$ cat src/rtl/reg_bank4_scan_if.sv
// Producer/consumer bundle for the four-entry scan mailbox.
// The master drives writes and out_ready; the slave returns the entries, select and status.
interface reg_bank4_scan_if #(
   parameter int WIDTH = 16
);
   logic             wr_en;
   logic [1:0]       wr_addr;
   logic [WIDTH-1:0] wr_data;
   logic             out_ready;
   logic [WIDTH-1:0] a, b, c, d;
   logic [1:0]       sel;
   logic             out_valid;
   logic [3:0]       pending;
   logic             wr_ovf;

   modport master (
      output wr_en, wr_addr, wr_data, out_ready,
      input  a, b, c, d, sel, out_valid, pending, wr_ovf
   );

   modport slave (
      input  wr_en, wr_addr, wr_data, out_ready,
      output a, b, c, d, sel, out_valid, pending, wr_ovf
   );
endinterface

$ cat src/rtl/reg_bank4_scan.sv
// Four-entry mailbox whose round-robin scanner steers a downstream Mux4Way16.
// Each entry holds data plus a pending flag; a write wins over a same-edge consume.
module reg_bank4_entry #(
   parameter int               WIDTH = 16,
   parameter logic [WIDTH-1:0] INIT  = '0
) (
   input  logic             clk,
   input  logic             reset,
   input  logic             we,
   input  logic             clr,
   input  logic [WIDTH-1:0] wd,
   output logic [WIDTH-1:0] q,
   output logic             pend
);
   always_ff @(posedge clk or posedge reset) begin
      if (reset) begin
         q    <= INIT;
         pend <= 1'b0;
      end else begin
         if (we) q <= wd;
         if (we)       pend <= 1'b1;
         else if (clr) pend <= 1'b0;
      end
   end
endmodule

module reg_bank4_scan #(
   parameter int               WIDTH = 16,
   parameter logic [WIDTH-1:0] INIT  = '0
) (
   input  logic            clk,
   input  logic            reset,
   reg_bank4_scan_if.slave bus
);
   localparam int NUM_LANES = 4;

   logic [NUM_LANES-1:0][WIDTH-1:0] ent;
   logic [NUM_LANES-1:0]            pend;
   logic [NUM_LANES-1:0]            we;
   logic [NUM_LANES-1:0]            clr;
   logic [NUM_LANES-1:0]            scan_v;
   logic [1:0]                      sel, sel_nxt;
   logic                            vld, consume, ovf;

   assign vld     = pend[sel];
   assign consume = vld && bus.out_ready;

   for (genvar i = 0; i < NUM_LANES; i++) begin : g_ent
      assign we[i]  = bus.wr_en && (bus.wr_addr == 2'(i));
      assign clr[i] = consume && (sel == 2'(i));
      reg_bank4_entry #(.WIDTH(WIDTH), .INIT(INIT)) u_ent (
         .clk  (clk),
         .reset(reset),
         .we   (we[i]),
         .clr  (clr[i]),
         .wd   (bus.wr_data),
         .q    (ent[i]),
         .pend (pend[i])
      );
   end

   // Scan the registered flags minus the entry leaving this edge; a same-edge
   // write is picked up by the idle scan one cycle later. Reverse loop so the
   // nearest candidate after sel wins.
   always_comb begin
      scan_v = pend;
      if (consume) scan_v[sel] = 1'b0;
      sel_nxt = sel;
      if (consume) begin
         sel_nxt = sel + 2'd1;
         for (int k = NUM_LANES; k >= 1; k--)
            if (scan_v[sel + 2'(k)]) sel_nxt = sel + 2'(k);
      end else if (!vld && (|scan_v)) begin
         for (int k = NUM_LANES; k >= 1; k--)
            if (scan_v[sel + 2'(k)]) sel_nxt = sel + 2'(k);
      end
   end

   always_ff @(posedge clk or posedge reset) begin
      if (reset) begin
         sel <= 2'd0;
         ovf <= 1'b0;
      end else begin
         sel <= sel_nxt;
         ovf <= bus.wr_en && pend[bus.wr_addr] && !(consume && (bus.wr_addr == sel));
      end
   end

   assign bus.a         = ent[0];
   assign bus.b         = ent[1];
   assign bus.c         = ent[2];
   assign bus.d         = ent[3];
   assign bus.sel       = sel;
   assign bus.out_valid = vld;
   assign bus.pending   = pend;
   assign bus.wr_ovf    = ovf;
endmodule

$ cat src/flat_wrapper.sv
// flat-port wrapper written by rule: the top's interface ports become plain ports
module reg_bank4_scan_flat 
#(
   parameter int               WIDTH = 16,
   parameter logic [WIDTH-1:0] INIT  = '0
)
  (clk, reset, bus_wr_en, bus_wr_addr, bus_wr_data, bus_out_ready, bus_a, bus_b, bus_c, bus_d, bus_sel, bus_out_valid, bus_pending, bus_wr_ovf);
  reg_bank4_scan_if #(.WIDTH(WIDTH)) bus_i ();
  input  logic clk;
  input  logic reset;
  input wire logic [$bits(bus_i.wr_en)-1:0] bus_wr_en;
  input wire logic [$bits(bus_i.wr_addr)-1:0] bus_wr_addr;
  input wire logic [$bits(bus_i.wr_data)-1:0] bus_wr_data;
  input wire logic [$bits(bus_i.out_ready)-1:0] bus_out_ready;
  output wire logic [$bits(bus_i.a)-1:0] bus_a;
  output wire logic [$bits(bus_i.b)-1:0] bus_b;
  output wire logic [$bits(bus_i.c)-1:0] bus_c;
  output wire logic [$bits(bus_i.d)-1:0] bus_d;
  output wire logic [$bits(bus_i.sel)-1:0] bus_sel;
  output wire logic [$bits(bus_i.out_valid)-1:0] bus_out_valid;
  output wire logic [$bits(bus_i.pending)-1:0] bus_pending;
  output wire logic [$bits(bus_i.wr_ovf)-1:0] bus_wr_ovf;
  assign bus_i.wr_en = bus_wr_en;
  assign bus_i.wr_addr = bus_wr_addr;
  assign bus_i.wr_data = bus_wr_data;
  assign bus_i.out_ready = bus_out_ready;
  assign bus_a = bus_i.a;
  assign bus_b = bus_i.b;
  assign bus_c = bus_i.c;
  assign bus_d = bus_i.d;
  assign bus_sel = bus_i.sel;
  assign bus_out_valid = bus_i.out_valid;
  assign bus_pending = bus_i.pending;
  assign bus_wr_ovf = bus_i.wr_ovf;
  reg_bank4_scan #(.WIDTH(WIDTH), .INIT(INIT)) u_core (.clk(clk), .reset(reset), .bus(bus_i));
endmodule
$ cat config.mk
export PLATFORM = sky130hd
export DESIGN_NAME = reg_bank4_scan_flat
export DESIGN_NICKNAME = d
export VERILOG_FILES = /design/src/rtl/reg_bank4_scan_if.sv /design/src/rtl/reg_bank4_scan.sv /design/src/flat_wrapper.sv
export SDC_FILE = /design/constraint.sdc
export NUM_CORES = 1
export LEC_CHECK = 0
export ABC_AREA = 1
export CAP_MARGIN = 20
export CORE_ASPECT_RATIO = 1.4
export CORE_UTILIZATION = 40
export CTS_CLUSTER_SIZE = 14
export DETAILED_ROUTE_END_ITERATION = 10
export PLACE_DENSITY = 0.7
export SETUP_SLACK_MARGIN = 0.2
export SYNTH_ARGS = -nofsm -noshare
export SYNTH_HDL_FRONTEND = slang
export SYNTH_SLANG_ARGS = --single-unit
$ cat constraint.sdc
create_clock -name clk -period 5.6 [get_ports clk]
set_input_delay 0.56 -clock clk [delete_from_list [all_inputs] [get_ports clk]]
set_output_delay 0.56 -clock clk [all_outputs]
set_load 0.01 [all_outputs]
==> results.toml <==
[clock_network]
htreeDepth = 3
clkTransAtPathRegs_ns = 0.07
insertion_delay_ns = 0.33
hold_buffers = 0
cts_buffers = 9
cts_setup_buffers = 0
clk_path_buf_depth = 2
clock-sinks = 71
clockRootBuffer = "clkbuf_8"
cts_resized = 0
cts_tree = "done"

[synthesis]
ys_seq_area_frac = 0.581
synth.yosys.warnings = 0
synth_area_mm2 = 0.00306
ys_top_cells_by_area = "dfrtp_1, nand2_1, o21ai_0, inv_1, nand3_1"
synth_top_cell_by_area = "dfrtp_1"
syn_inst = 340
synth_fp_nets = 366
post_synth.cell_area_avg_um2 = 9.00
synth_top_area_frac = 0.581
ys_seq_elements = 71
synth_cell_types = 20

[finish]
stdcell_area_mm2 = 0.00428
antennaDiodeCount = 0
final_common_cell = "nand2_1"
fin_nets = 454
regArea_mm2 = 0.00178
final_cell_mix = "nand2_1, clkdlybuf4s50_1, dfrtp_1"
syn_to_final_growth_pct = 39.9
multi_input_area_mm2 = 0.00107
nFillCells = 662
layout-drive-gt1-share = 0.0670

[job]
drv_cap = 0

[die]
rows = 37
fp.dieH_um = 105
die_area_mm2 = 0.00801
boundaryPins = 94
initial_utilization = 0.416
die_w_um = 75.9
coreArea_mm2 = 0.00736

[route]
vias_per_cell = 4.87
drc = 0
dr.pass1.iters = 4
wl_met3_um = 515
first_iter_violations = 169
wl_per_cell_um = 13.9
ant_nets = 0
maxUsedRoutingLayer = "met4"
dr_wl_met2_um = 3730
via_count = 2581
routed_wl_um = 7360
wl_met1_um = 3060

[power]
p_int_mw = 1.24
leakage_nw = 2.01
power.switching_uw = 688
combPwrFrac = 0.387
seq_power_share = 0.371
power_density_mw_per_mm2 = 450
clkPwrFrac = 0.242
max-vdd-ir-drop_v = 0.000242
p_sw_frac = 0.357

[place]
port_buffers = 93
dp_hpwl_um = 5030
place_congestion = 0.844
pre_cts_ws_ns = 3.10
place_area_mm2 = 0.00403

[timing]
fin_skew_ns = 0.00296
slew_headroom = 0.331
hold_viol_final = 0
tightest_slew_ns = 1.00
setup_ws_ns = 2.85
finalCritPeriodShare = 0.491
fin_crit_ns = 2.75
finalSetupTns_ns = 0
max_clock_freq_ghz = 0.364
final_max_slew_viol_count = 0
rsz0062_at_grt = "no"
setup_viol = 0

[critical_path]
cp-start-kind = "flop"
arrival_ns = 2.19
critPathRequiredTime_ns = 5.04
end_kind = "output pin"
reg2reg_from = "u_core.bus.sel[0]$_DFFE_PP0P_"
path_max_fanout = 15
r2r_setup_slack_ns = 3.42
crit_path_start = "u_core.bus.sel[0]$_DFFE_PP0P_"
worst-setup-path-type = "flop to output pin"

[global_routing]
grt_pass1_vias = 2514
grt_use_total = 0.197
antenna_found_initial = 0
grt_pass1_wl_um = 12300
grt-ovfl-total = 0
grt_start_max_net_pins = 39

[outcome]
outcome = "complete, no violations"

[min_path]
hold_class = "flop to flop"
hold_start = "u_core.g_ent[0].u_ent.q[9]$_DFFE_PP0P_"
flip-flops by register name, indices dropped and copies added, names as in the netlist:
signal	flops
u_core.g_ent.u_ent.q	64
u_core.bus.sel	2
u_core.bus.wr_ovf	1
u_core.g_ent.u_ent.pend	4
final cells by class:
cell class                      instances  share of cell area
Sequential cell                        71               0.415
Multi-Input combinational cell        222               0.251
Timing Repair Buffer                   97               0.228
Clock buffer                           11              0.0354
Tap cell                               97              0.0284
Inverter                               27              0.0237
Clock inverter                          5              0.0187
cell usage after synthesis:
master    instances
dfrtp_1          71
a21oi_1           2
inv_2             1
o22ai_1           1
a31oi_1           1
clkbuf_1         13
nor2_1           14
nand2_2           3
nand4_1           8
inv_1            26
ha_1              4
buf_4             5
o21ai_0          67
a22oi_1           1
nor4_1            1
xor2_1            1
nand2_1         100
nand3_1          15
buf_6             2
nand3_4           4
stage by stage:
stage	std cells	util	hold slack [ns]	total power, mW
floorplan	340	-	0.519	1.18
global placement	512	0.546	0.466	1.45
detailed placement	513	0.548	0.472	1.47
CTS	529	0.579	0.489	1.94
global route	530	0.581	0.516	2.06
finish	530	0.581	0.484	1.92
kinds of logic (layout without fill, tap and decap cells):
family	after synthesis	after routing	synth area share
fa+ha+maj	4	4	0.0164
buf+inv	47	140	0.0687
flops	71	71	0.581
xor+xnor	1	1	0.00286
simple gates	145	145	0.212
compound gates	72	72	0.119
power by group through the flow:
stage / combinational [mW] / clock, mW / sequential, mW
global route: 0.835 / 0.498 / 0.731
detailed placement: 0.750 / 0 / 0.723
floorplan: 0.451 / 0 / 0.728
CTS: 0.751 / 0.478 / 0.715
global placement: 0.732 / 0 / 0.720
finish: 0.745 / 0.465 / 0.715
layer usage:
layer	global-route usage	vias to the layer above
met2	0.332	76
met3	0.0580	6
li1	-	1269
met4	0.0838	0
met5	0	-
met1	0.232	1230
worst paths after layout:
path / end / depth (start not counted)
setup / recovery: bus_out_valid / 6
hold / removal: u_core.g_ent[0].u_ent.q[9]$_DFFE_PP0P_ / 2
setup reg to reg: u_core.bus.sel[0]$_DFFE_PP0P_ / 15
hold reg to reg: u_core.g_ent[0].u_ent.q[9]$_DFFE_PP0P_ / 2
max in group asynchronous: u_core.g_ent[1].u_ent.pend$_DFFE_PP0P_ / 3
min in group asynchronous: u_core.g_ent[0].u_ent.q[14]$_DFFE_PP0P_ / 2
critical path, stage by stage (launching register included):
cell             delay (ns)
dfrtp_1                0.66
inv_1                  0.26
nand2_1                0.16
nand3_4                0.14
nand2_1                0.13
inv_1                  0.04
clkdlybuf4s50_1        0.46
No activity file was read; power rests on OpenSTA's default activity.
